`src/rtl/isa_pkg.sv`:
```
// Shared ISA definitions: op classes, opcode prefixes, field positions, loader FSM states.
// Latency: n/a (declarations only).
// Backpressure: n/a.
package isa_pkg;

  // Instruction word width consumed by the controller
  localparam int INSTR_W = 19;

  // op_class encodings; anything above OPC_STORE is illegal
  localparam logic [2:0] OPC_ALU_RR = 3'd0;
  localparam logic [2:0] OPC_ALU_RI = 3'd1;
  localparam logic [2:0] OPC_SHIFT  = 3'd2;
  localparam logic [2:0] OPC_LOAD   = 3'd3;
  localparam logic [2:0] OPC_STORE  = 3'd4;

  // Opcode prefixes: ALU forms use a 2-bit prefix, shift/memory a 3-bit one
  localparam logic [1:0] PFX_ALU_RR = 2'b00;
  localparam logic [1:0] PFX_ALU_RI = 2'b01;
  localparam logic [2:0] PFX_SHIFT  = 3'b110;
  localparam logic [2:0] PFX_MEM    = 3'b100;

  // Memory sub-codes following the 3-bit memory prefix
  localparam logic [1:0] SUB_LOAD  = 2'b00;
  localparam logic [1:0] SUB_STORE = 2'b01;

  // Field bit positions inside the 19-bit word
  localparam int P2_HI  = 18;  // 2-bit prefix
  localparam int P2_LO  = 17;
  localparam int P3_HI  = 18;  // 3-bit prefix
  localparam int P3_LO  = 16;
  localparam int FN_HI  = 16;  // 3-bit ALU function
  localparam int FN_LO  = 14;
  localparam int SUB_HI = 15;  // shift fn[1:0] or memory sub-code
  localparam int SUB_LO = 14;
  localparam int RD_HI  = 13;  // rd, or rs2 for STORE
  localparam int RD_LO  = 11;
  localparam int RS1_HI = 10;
  localparam int RS1_LO = 8;
  localparam int RS2_HI = 7;   // rs2 in register-register form
  localparam int RS2_LO = 5;
  localparam int IMM_HI = 7;
  localparam int IMM_LO = 0;

  typedef enum logic [1:0] {
    S_IDLE  = 2'd0,
    S_LOAD  = 2'd1,
    S_FLUSH = 2'd2,
    S_DONE  = 2'd3
  } ld_state_t;

endpackage

```
`src/rtl/instr_encoder.sv`:
```
// Purpose: packs decoded instruction fields into the 19-bit controller word.
// Latency: combinational.
// Backpressure: none; legal=0 flags op_class 5..7 (word forced to zero).
// Ports: i fields op_class/fn/rd/rs1/rs2/imm; o word[18:0], legal.
module instr_encoder
  import isa_pkg::*;
(
  input  logic [2:0]         op_class,
  input  logic [2:0]         fn,
  input  logic [2:0]         rd,
  input  logic [2:0]         rs1,
  input  logic [2:0]         rs2,
  input  logic [7:0]         imm,
  output logic [INSTR_W-1:0] word,
  output logic               legal
);

  always_comb begin
    word  = '0;
    legal = 1'b1;
    case (op_class)
      OPC_ALU_RR: begin
        word[P2_HI:P2_LO]   = PFX_ALU_RR;
        word[FN_HI:FN_LO]   = fn;
        word[RD_HI:RD_LO]   = rd;
        word[RS1_HI:RS1_LO] = rs1;
        word[RS2_HI:RS2_LO] = rs2;
      end
      OPC_ALU_RI: begin
        word[P2_HI:P2_LO]   = PFX_ALU_RI;
        word[FN_HI:FN_LO]   = fn;
        word[RD_HI:RD_LO]   = rd;
        word[RS1_HI:RS1_LO] = rs1;
        word[IMM_HI:IMM_LO] = imm;
      end
      OPC_SHIFT: begin
        word[P3_HI:P3_LO]   = PFX_SHIFT;
        word[SUB_HI:SUB_LO] = fn[1:0];
        word[RD_HI:RD_LO]   = rd;
        word[RS1_HI:RS1_LO] = rs1;
        word[IMM_HI:IMM_LO] = imm;
      end
      OPC_LOAD: begin
        word[P3_HI:P3_LO]   = PFX_MEM;
        word[SUB_HI:SUB_LO] = SUB_LOAD;
        word[RD_HI:RD_LO]   = rd;
        word[RS1_HI:RS1_LO] = rs1;
        word[IMM_HI:IMM_LO] = imm;
      end
      OPC_STORE: begin
        // STORE has no destination; its data register sits in the rd slot
        word[P3_HI:P3_LO]   = PFX_MEM;
        word[SUB_HI:SUB_LO] = SUB_STORE;
        word[RD_HI:RD_LO]   = rs2;
        word[RS1_HI:RS1_LO] = rs1;
        word[IMM_HI:IMM_LO] = imm;
      end
      default: legal = 1'b0;
    endcase
  end

endmodule

```
`src/rtl/instr_loader.sv`:
```
// Purpose: fills instruction memory from a host field stream, then releases the CPU.
// Latency: memory write strobe/addr/data registered, one cycle after the handshake.
// Backpressure: in_ready low outside LOAD and once DEPTH words are written.
// Ports: clock/rst_n; load_start/load_done session control; in_valid/in_ready + fields;
//        imem_we/addr/wdata write port; word_count/full/err_illegal status; cpu_hold/cpu_start.
module instr_loader
  import isa_pkg::*;
#(
  parameter int ADDR_W = 8,
  parameter int DEPTH  = 256
) (
  input  logic               clock,
  input  logic               rst_n,
  input  logic               load_start,
  input  logic               load_done,
  input  logic               in_valid,
  output logic               in_ready,
  input  logic [2:0]         op_class,
  input  logic [2:0]         fn,
  input  logic [2:0]         rd,
  input  logic [2:0]         rs1,
  input  logic [2:0]         rs2,
  input  logic [7:0]         imm,
  output logic               imem_we,
  output logic [ADDR_W-1:0]  imem_addr,
  output logic [INSTR_W-1:0] imem_wdata,
  output logic [ADDR_W:0]    word_count,
  output logic               full,
  output logic               err_illegal,
  output logic               cpu_hold,
  output logic               cpu_start
);

  ld_state_t          r_state;
  logic [ADDR_W:0]    r_count;   // doubles as the next write address
  logic               r_we;
  logic [ADDR_W-1:0]  r_addr;
  logic [INSTR_W-1:0] r_wdata;
  logic               r_err;
  logic               r_hold;
  logic               r_start;

  logic [INSTR_W-1:0] w_word;
  logic               w_legal;
  logic               w_full;
  logic               w_ready;
  logic               w_hs;

  instr_encoder u_enc (
    .op_class (op_class),
    .fn       (fn),
    .rd       (rd),
    .rs1      (rs1),
    .rs2      (rs2),
    .imm      (imm),
    .word     (w_word),
    .legal    (w_legal)
  );

  // Count stops at DEPTH: that value is never used as a write address
  assign w_full  = (r_count == (ADDR_W+1)'(DEPTH));
  assign w_ready = (r_state == S_LOAD) && !w_full;
  assign w_hs    = in_valid && w_ready;

  always_ff @(posedge clock or negedge rst_n) begin
    if (!rst_n) begin
      r_state <= S_IDLE;
      r_count <= '0;
      r_we    <= 1'b0;
      r_addr  <= '0;
      r_wdata <= '0;
      r_err   <= 1'b0;
      r_hold  <= 1'b1;
      r_start <= 1'b0;
    end else begin
      r_we    <= 1'b0;
      r_start <= 1'b0;
      case (r_state)
        S_IDLE, S_DONE: begin
          if (load_start) begin
            r_state <= S_LOAD;
            r_count <= '0;
            r_err   <= 1'b0;
            r_hold  <= 1'b1;
          end
        end
        S_LOAD: begin
          if (w_hs) begin
            if (w_legal) begin
              r_we    <= 1'b1;
              r_addr  <= r_count[ADDR_W-1:0];
              r_wdata <= w_word;
              r_count <= r_count + 1'b1;
            end else begin
              r_err <= 1'b1;
            end
          end
          // A coincident handshake is still taken above before leaving LOAD
          if (load_done) r_state <= S_FLUSH;
        end
        S_FLUSH: begin
          r_state <= S_DONE;
          r_hold  <= 1'b0;
          r_start <= 1'b1;
        end
        default: r_state <= S_IDLE;
      endcase
    end
  end

  assign in_ready    = w_ready;
  assign imem_we     = r_we;
  assign imem_addr   = r_addr;
  assign imem_wdata  = r_wdata;
  assign word_count  = r_count;
  assign full        = w_full;
  assign err_illegal = r_err;
  assign cpu_hold    = r_hold;
  assign cpu_start   = r_start;

endmodule
```
`config.mk`:
```
export PLATFORM = sky130hd
export DESIGN_NAME = instr_loader
export DESIGN_NICKNAME = d
export VERILOG_FILES = /design/src/rtl/isa_pkg.sv /design/src/rtl/instr_encoder.sv /design/src/rtl/instr_loader.sv
export SDC_FILE = /design/constraint.sdc
export NUM_CORES = 1
export LEC_CHECK = 0
export ABC_AREA = 1
export BUFFER_PORTS_ARGS = -buffer_cell sky130_fd_sc_hd__buf_2
export CORE_ASPECT_RATIO = 1.5
export CORE_MARGIN = 5
export CORE_UTILIZATION = 52
export CTS_CLUSTER_SIZE = 8
export DETAILED_ROUTE_END_ITERATION = 8
export PLACE_DENSITY = 0.89
export SLEW_MARGIN = 20
export SYNTH_ARGS = -nofsm -noshare
export SYNTH_HDL_FRONTEND = slang
export SYNTH_HIERARCHICAL = 1
export SYNTH_SLANG_ARGS = --single-unit
```
`constraint.sdc`:
```
create_clock -name clock -period 1.9 [get_ports clock]
set_input_delay 0.19 -clock clock [delete_from_list [all_inputs] [get_ports clock]]
set_output_delay 0.19 -clock clock [all_outputs]
set_load 0.1 [all_outputs]
```
## Word level (Yosys, flattened, before mapping)

Cells that the tools add are included.

- Output and inout bits: 42
- Register bits after elaboration: 42
- Word-level logic and storage cells: 57
- Input bits: 28

- Equality and inequality tests: 13
- Muxes and demuxes: 20
- Reductions and logical operators: 15
- Add/sub/neg operators: 1

Operators by type and width:

| cell | count |
|---|---|
| $pmux W14 S5 | 1 |
| $mux W9 | 3 |
| $pmux W9 S2 | 1 |
| $add A9 B1 Y9 const B | 1 |
| $eq A9 B9 Y1 const B | 1 |
| $mux W1 | 9 |
| $ne A2 B2 Y1 const B | 4 |
| $reduce_and A4 Y1 | 2 |
| $eq A3 B2 Y1 const B | 2 |
| $pmux W2 S3 | 1 |
| $mux W5 | 1 |
| $reduce_or A5 Y1 | 1 |
| $eq A2 B2 Y1 const B | 2 |
| $mux W2 | 2 |
| $pmux W1 S2 | 2 |
| $reduce_and A2 Y1 | 2 |
| $reduce_bool A2 Y1 | 2 |
| $reduce_or A4 Y1 | 1 |
| $eq A3 B1 Y1 const B | 1 |
| $eq A3 B3 Y1 const B | 1 |
| $logic_not A3 Y1 | 1 |
| $reduce_and A3 Y1 | 1 |
| $eq A2 B1 Y1 const B | 1 |
| $logic_and A1 B1 Y1 | 2 |
| other kinds (4) | 4 |

## Logic depth before layout (Yosys ltp)

- Depth after elaboration: 6
- Gate-level depth with buffers: 12
- Mapped depth without buffers: 12

## Modules after synthesis

The synthesis kept the hierarchy.

Modules (own cells, without submodules):

| module | cells each | times used | area each (sq um) | sequential area each (sq um) |
|---|---|---|---|---|
| instr_loader | 251 | 1 | 2026.9 | 1052.3 |
| instr_encoder | 75 | 1 | 349.1 | 0.0 |

## Worst setup path before layout

OpenSTA, ideal clock, no wires.

- Path type: register to register
- Start point: register r_count[0] (netlist: word_count[0])
- End point: register r_addr[2] (netlist: imem_addr[2])
- Arrival time: 2.831 ns
- Stages on the path, launching flop included: 12
- Required time: 1.780 ns
- Buffers on the path: 1
- Setup time: 0.120 ns
- Setup slack: -1.051 ns
- Period minus slack after synthesis: 2.951 ns
- Path through: dfrtp_1 > inv_1 > ha_1 > inv_1 > nor2_1 > nand2_2 > nor2_4 > nor2_4 > nand3_4 > buf_4 > nand2_1 > nand2_1

- Longest elaborated chain between the ends: 5

RTL lines:

| item | line | text |
|---|---|---|
| start, declared | instr_loader.sv:35 | `logic [ADDR_W:0] r_count;` |
| start signal, assigned | instr_loader.sv:93 | `r_count <= r_count + 1'b1;` |
| $eq A9 B9 Y1 | instr_loader.sv:61 | `assign w_full = (r_count == (ADDR_W+1)'(DEPTH));` |
| named net full | instr_loader.sv:28 | `output logic full,` |
| $logic_not A1 Y1 | instr_loader.sv:62 | `assign w_ready = (r_state == S_LOAD) && !w_full;` |
| $logic_and A1 B1 Y1 | instr_loader.sv:62 |  |
| named net in_ready | instr_loader.sv:17 | `output logic in_ready,` |
| $logic_and A1 B1 Y1 | instr_loader.sv:63 | `assign w_hs = in_valid && w_ready;` |
| $reduce_and A3 Y1 (no source line) | - |  |
| end signal, assigned | instr_loader.sv:91 | `r_addr <= r_count[ADDR_W-1:0];` |
| end, declared | instr_loader.sv:37 | `logic [ADDR_W-1:0] r_addr;` |

The timed path passes the listed nets, and every way through them passes these cells.
A chain may end at the register's enable or synchronous reset.

## Worst setup path after layout

- Start point: register r_count[1] (netlist: word_count[1])
- End point: output port in_ready

- Longest elaborated chain between the ends: 3

RTL lines:

| item | line |
|---|---|
| $eq A9 B9 Y1 | instr_loader.sv:61 |
| $logic_not A1 Y1 | instr_loader.sv:62 |
| $logic_and A1 B1 Y1 | instr_loader.sv:62 |
| end, declared | instr_loader.sv:17 |

Every way passes these cells.

==> impl_metrics.toml <==
[clocking]
postCtsResizedCells = 0
clkSinkCount = 42
path_clk_slew_ns = 0.08
holdBufCountCts = 1
numCtsBuffers = 5
clock_latency_ns = 0.29
post_cts_buffers = 0
cts_tree = "yes"
cts_buffer_depth = 2
htreeDepth = 2
cts_root_buffer = "clkbuf_8"

[placed_design]
hpwl_um = 4480
port_buffers = 69
gp_congestion = 0.868
placed_cell_area_um2 = 2800

[global_route]
first_global_vias = 2135
grt_pass1_wl_um = 9630
antenna_found_initial = 0
grt.overflow.total = 0
grt_max_degree = 23
grtUsageTotal_pct = 20.2

[floorplanning]
core.rowCount = 30
fp.dieArea_um2 = 6050
dieWidth_um = 65.2
initial_core_util_pct = 53.2
die_y_um = 92.8
num_io_pins = 70
core-area_um2 = 4470

[pwr]
peakVddDrop_mv = 1.16
power.density_nw_per_um2 = 1800
p_leak_nw = 1.72

[synth]
yosysUniqueCellTypes = 27
async_flop_share_pct = 100
synth-seq-area-share_pct = 44.3
syn_nets = 359
synth.area.top_cells = "dfrtp_1, nand2_1, inv_1"
synth-seq-cells = 42
synth_flop_cell = "dfrtp_1"
synth.cell_area_um2 = 2380
syn-instance-count = 326
ys_warn_count = 6
synth-edff-count = 0
yosys.area.top_type = "dfrtp_1"
post_synth.cell_area_avg_um2 = 7.29
yosys.area.top_type_share_pct = 43.2

[critical_path]
cp_slowest_cell = "dfrtp_4"
endpoint_kind = "output pin"
arrival_ns = 1.63
path_cells = "inv_4 > ha_4 > inv_2 > nor2_2 > nand2_2 > nor2_4 > nor2_4 > buf_12"
cpPeakStageDelay_ns = 0.52
startpoint_type = "flop"
path_common_cell = "nor2_4"
worstSetupPathType = "flop to output pin"
crit_fanout = 6
worstPathRequired_ns = 1.71

[layout]
fillers = 389
layout-drive-gt1-share_pct = 28.3
final_cell_area_um2 = 2910
area_growth_pct = 22.4
antennaDiodeCount = 0
final_nets = 431

[drt]
drc = 0
viasPerCell = 5.14
drt-wirelength-per-cell_um = 12.9
wl_um = 5760
drtIter0Drc = 137
first_pass_iters = 4
vias = 2298
ant_nets = 0

[sta]
max_freq_ghz = 0.549
finalCritPeriodShare_pct = 95.8
setup_violations = 0
fin_crit_ns = 1.82
hold_ws_ns = 0.200
skew_ns = 0.00786
rsz0062_at_grt = "false"
tightest_slew_ns = 0.501
max-slew-margin-rel_pct = 66.8
slew_viol_final = 0
hold_viol = 0

[outcome]
status = "completed"

[flow_run]
drv_cap = 0

[min_path]
hold_path.class = "input pin to flop"
==> cells in the final DEF (no fill, tap or decap), types with 2 or more instances in the layout <==
cell and instances:
nand2_1 137, buf_2 67, dfrtp_1 32, inv_1 31
nor2_1 24, nand3_1 21, nand4_1 12, o21ai_1 8
buf_4 7, dfrtp_2 7, clkbuf_8 6, o21ai_0 5
nor2_2 4, inv_2 4, nand2_2 4, ha_1 4
inv_4 3, nor2_4 3, nor3b_1 3, a21oi_1 2
buf_12 2, dfrtp_4 2
==> logic make-up after synthesis <==
group / count (synthesis) / share of synthesized area, %
AO/OA/AOI/OAI: 17 / 3.90
XOR/XNOR: 1 / 0.369
adder cells (fa/ha/maj): 5 / 2.63
buffers and inverters: 51 / 10.4
flip-flops: 42 / 44.3
AND/OR/NAND/NOR: 210 / 38.4
==> power by group <==
group	total [W]	internal [W]	switching, W
registers	0.00135	0.00117	0.000175
clock network	0.000597	0.000300	0.000297
logic	0.00328	0.000601	0.00268
total	0.00523	0.00208	0.00315
==> area by class of cell <==
type / instances / area, um^2 / area share (%)
clock buffers: 7 / 86.3 / 2.97
multi-input cells: 233 / 1090 / 37.6
well taps: 48 / 60.1 / 2.07
clock inverters: 1 / 8.76 / 0.301
flip-flops and latches: 42 / 1070 / 36.7
repair buffers: 77 / 438 / 15.1
inverters: 39 / 154 / 5.29
==> synth_stat cells, types with 2 or more instances <==
| library cell | instances |
|---|---|
| nor2_1 | 25 |
| buf_6 | 5 |
| dfrtp_1 | 41 |
| nand2_2 | 4 |
| nor3b_1 | 3 |
| nand2_1 | 137 |
| buf_4 | 3 |
| o21ai_0 | 5 |
| inv_1 | 34 |
| nand3_1 | 21 |
| a21oi_1 | 2 |
| inv_2 | 3 |
| ha_1 | 5 |
| nor2_2 | 3 |
| nand4_1 | 12 |
| buf_2 | 3 |
| nor2_4 | 3 |
| o21ai_1 | 8 |
==> state kept, by name (all words and copies together) (netlist names) <==
| name | count |
|---|---|
| word_count | 9 |
| imem_addr | 8 |
| imem_we | 1 |
| imem_wdata | 19 |
| cpu_hold | 1 |
| cpu_start | 1 |
| err_illegal | 1 |
| r_state | 2 |
==> critical path, delay by kind of cell (launching register included) <==
kind	cells	cell delay (ns)
buf+inv	3	0.27
fa+ha+maj	1	0.12
simple gates	4	0.42
flops	1	0.52
==> stage by stage <==
stage | instances | util [%] | setup TNS, ns | setup slack [ns] | power (W)
3_5_place_dp | 438 | 62.7 | 0 | 0.176 | 0.00465
5_1_grt | 447 | 65.1 | 0 | 0.00555 | 0.00552
2_1_floorplan | 326 | - | -15.82 | -0.570 | 0.00401
6_report | 447 | 65.1 | 0 | 0.0797 | 0.00523
4_1_cts | 447 | 65.1 | 0 | 0.0557 | 0.00528
3_3_place_gp | 438 | 62.7 | 0 | 0.233 | 0.00459
==> metal layers <==
metal	track usage (%)	routed length (um)	vias to the layer above	share of wire, %
met3	4.49	305	8	5.3
met5	0	0	-	0
li1	-	-	1155	-
met1	22.4	2220	1079	39
met2	36.5	3150	56	55
met4	7.79	83	0	1.4
==> final timing paths <==
path | depth (start not counted) | endpoint | slack [ns] | start
max in group asynchronous | 3 | imem_wdata[17] | 0.86 | rst_n
max reg2reg | 11 | imem_addr[0] | 0.17 | word_count[1]
min reg2reg | 2 | err_illegal | 0.47 | err_illegal
max | 8 | in_ready | 0.08 | word_count[1]
min in group asynchronous | 2 | word_count[1] | 0.38 | rst_n
min | 5 | imem_wdata[11] | 0.20 | rd[0]
Note: power is estimated with default switching activity, not from simulation.
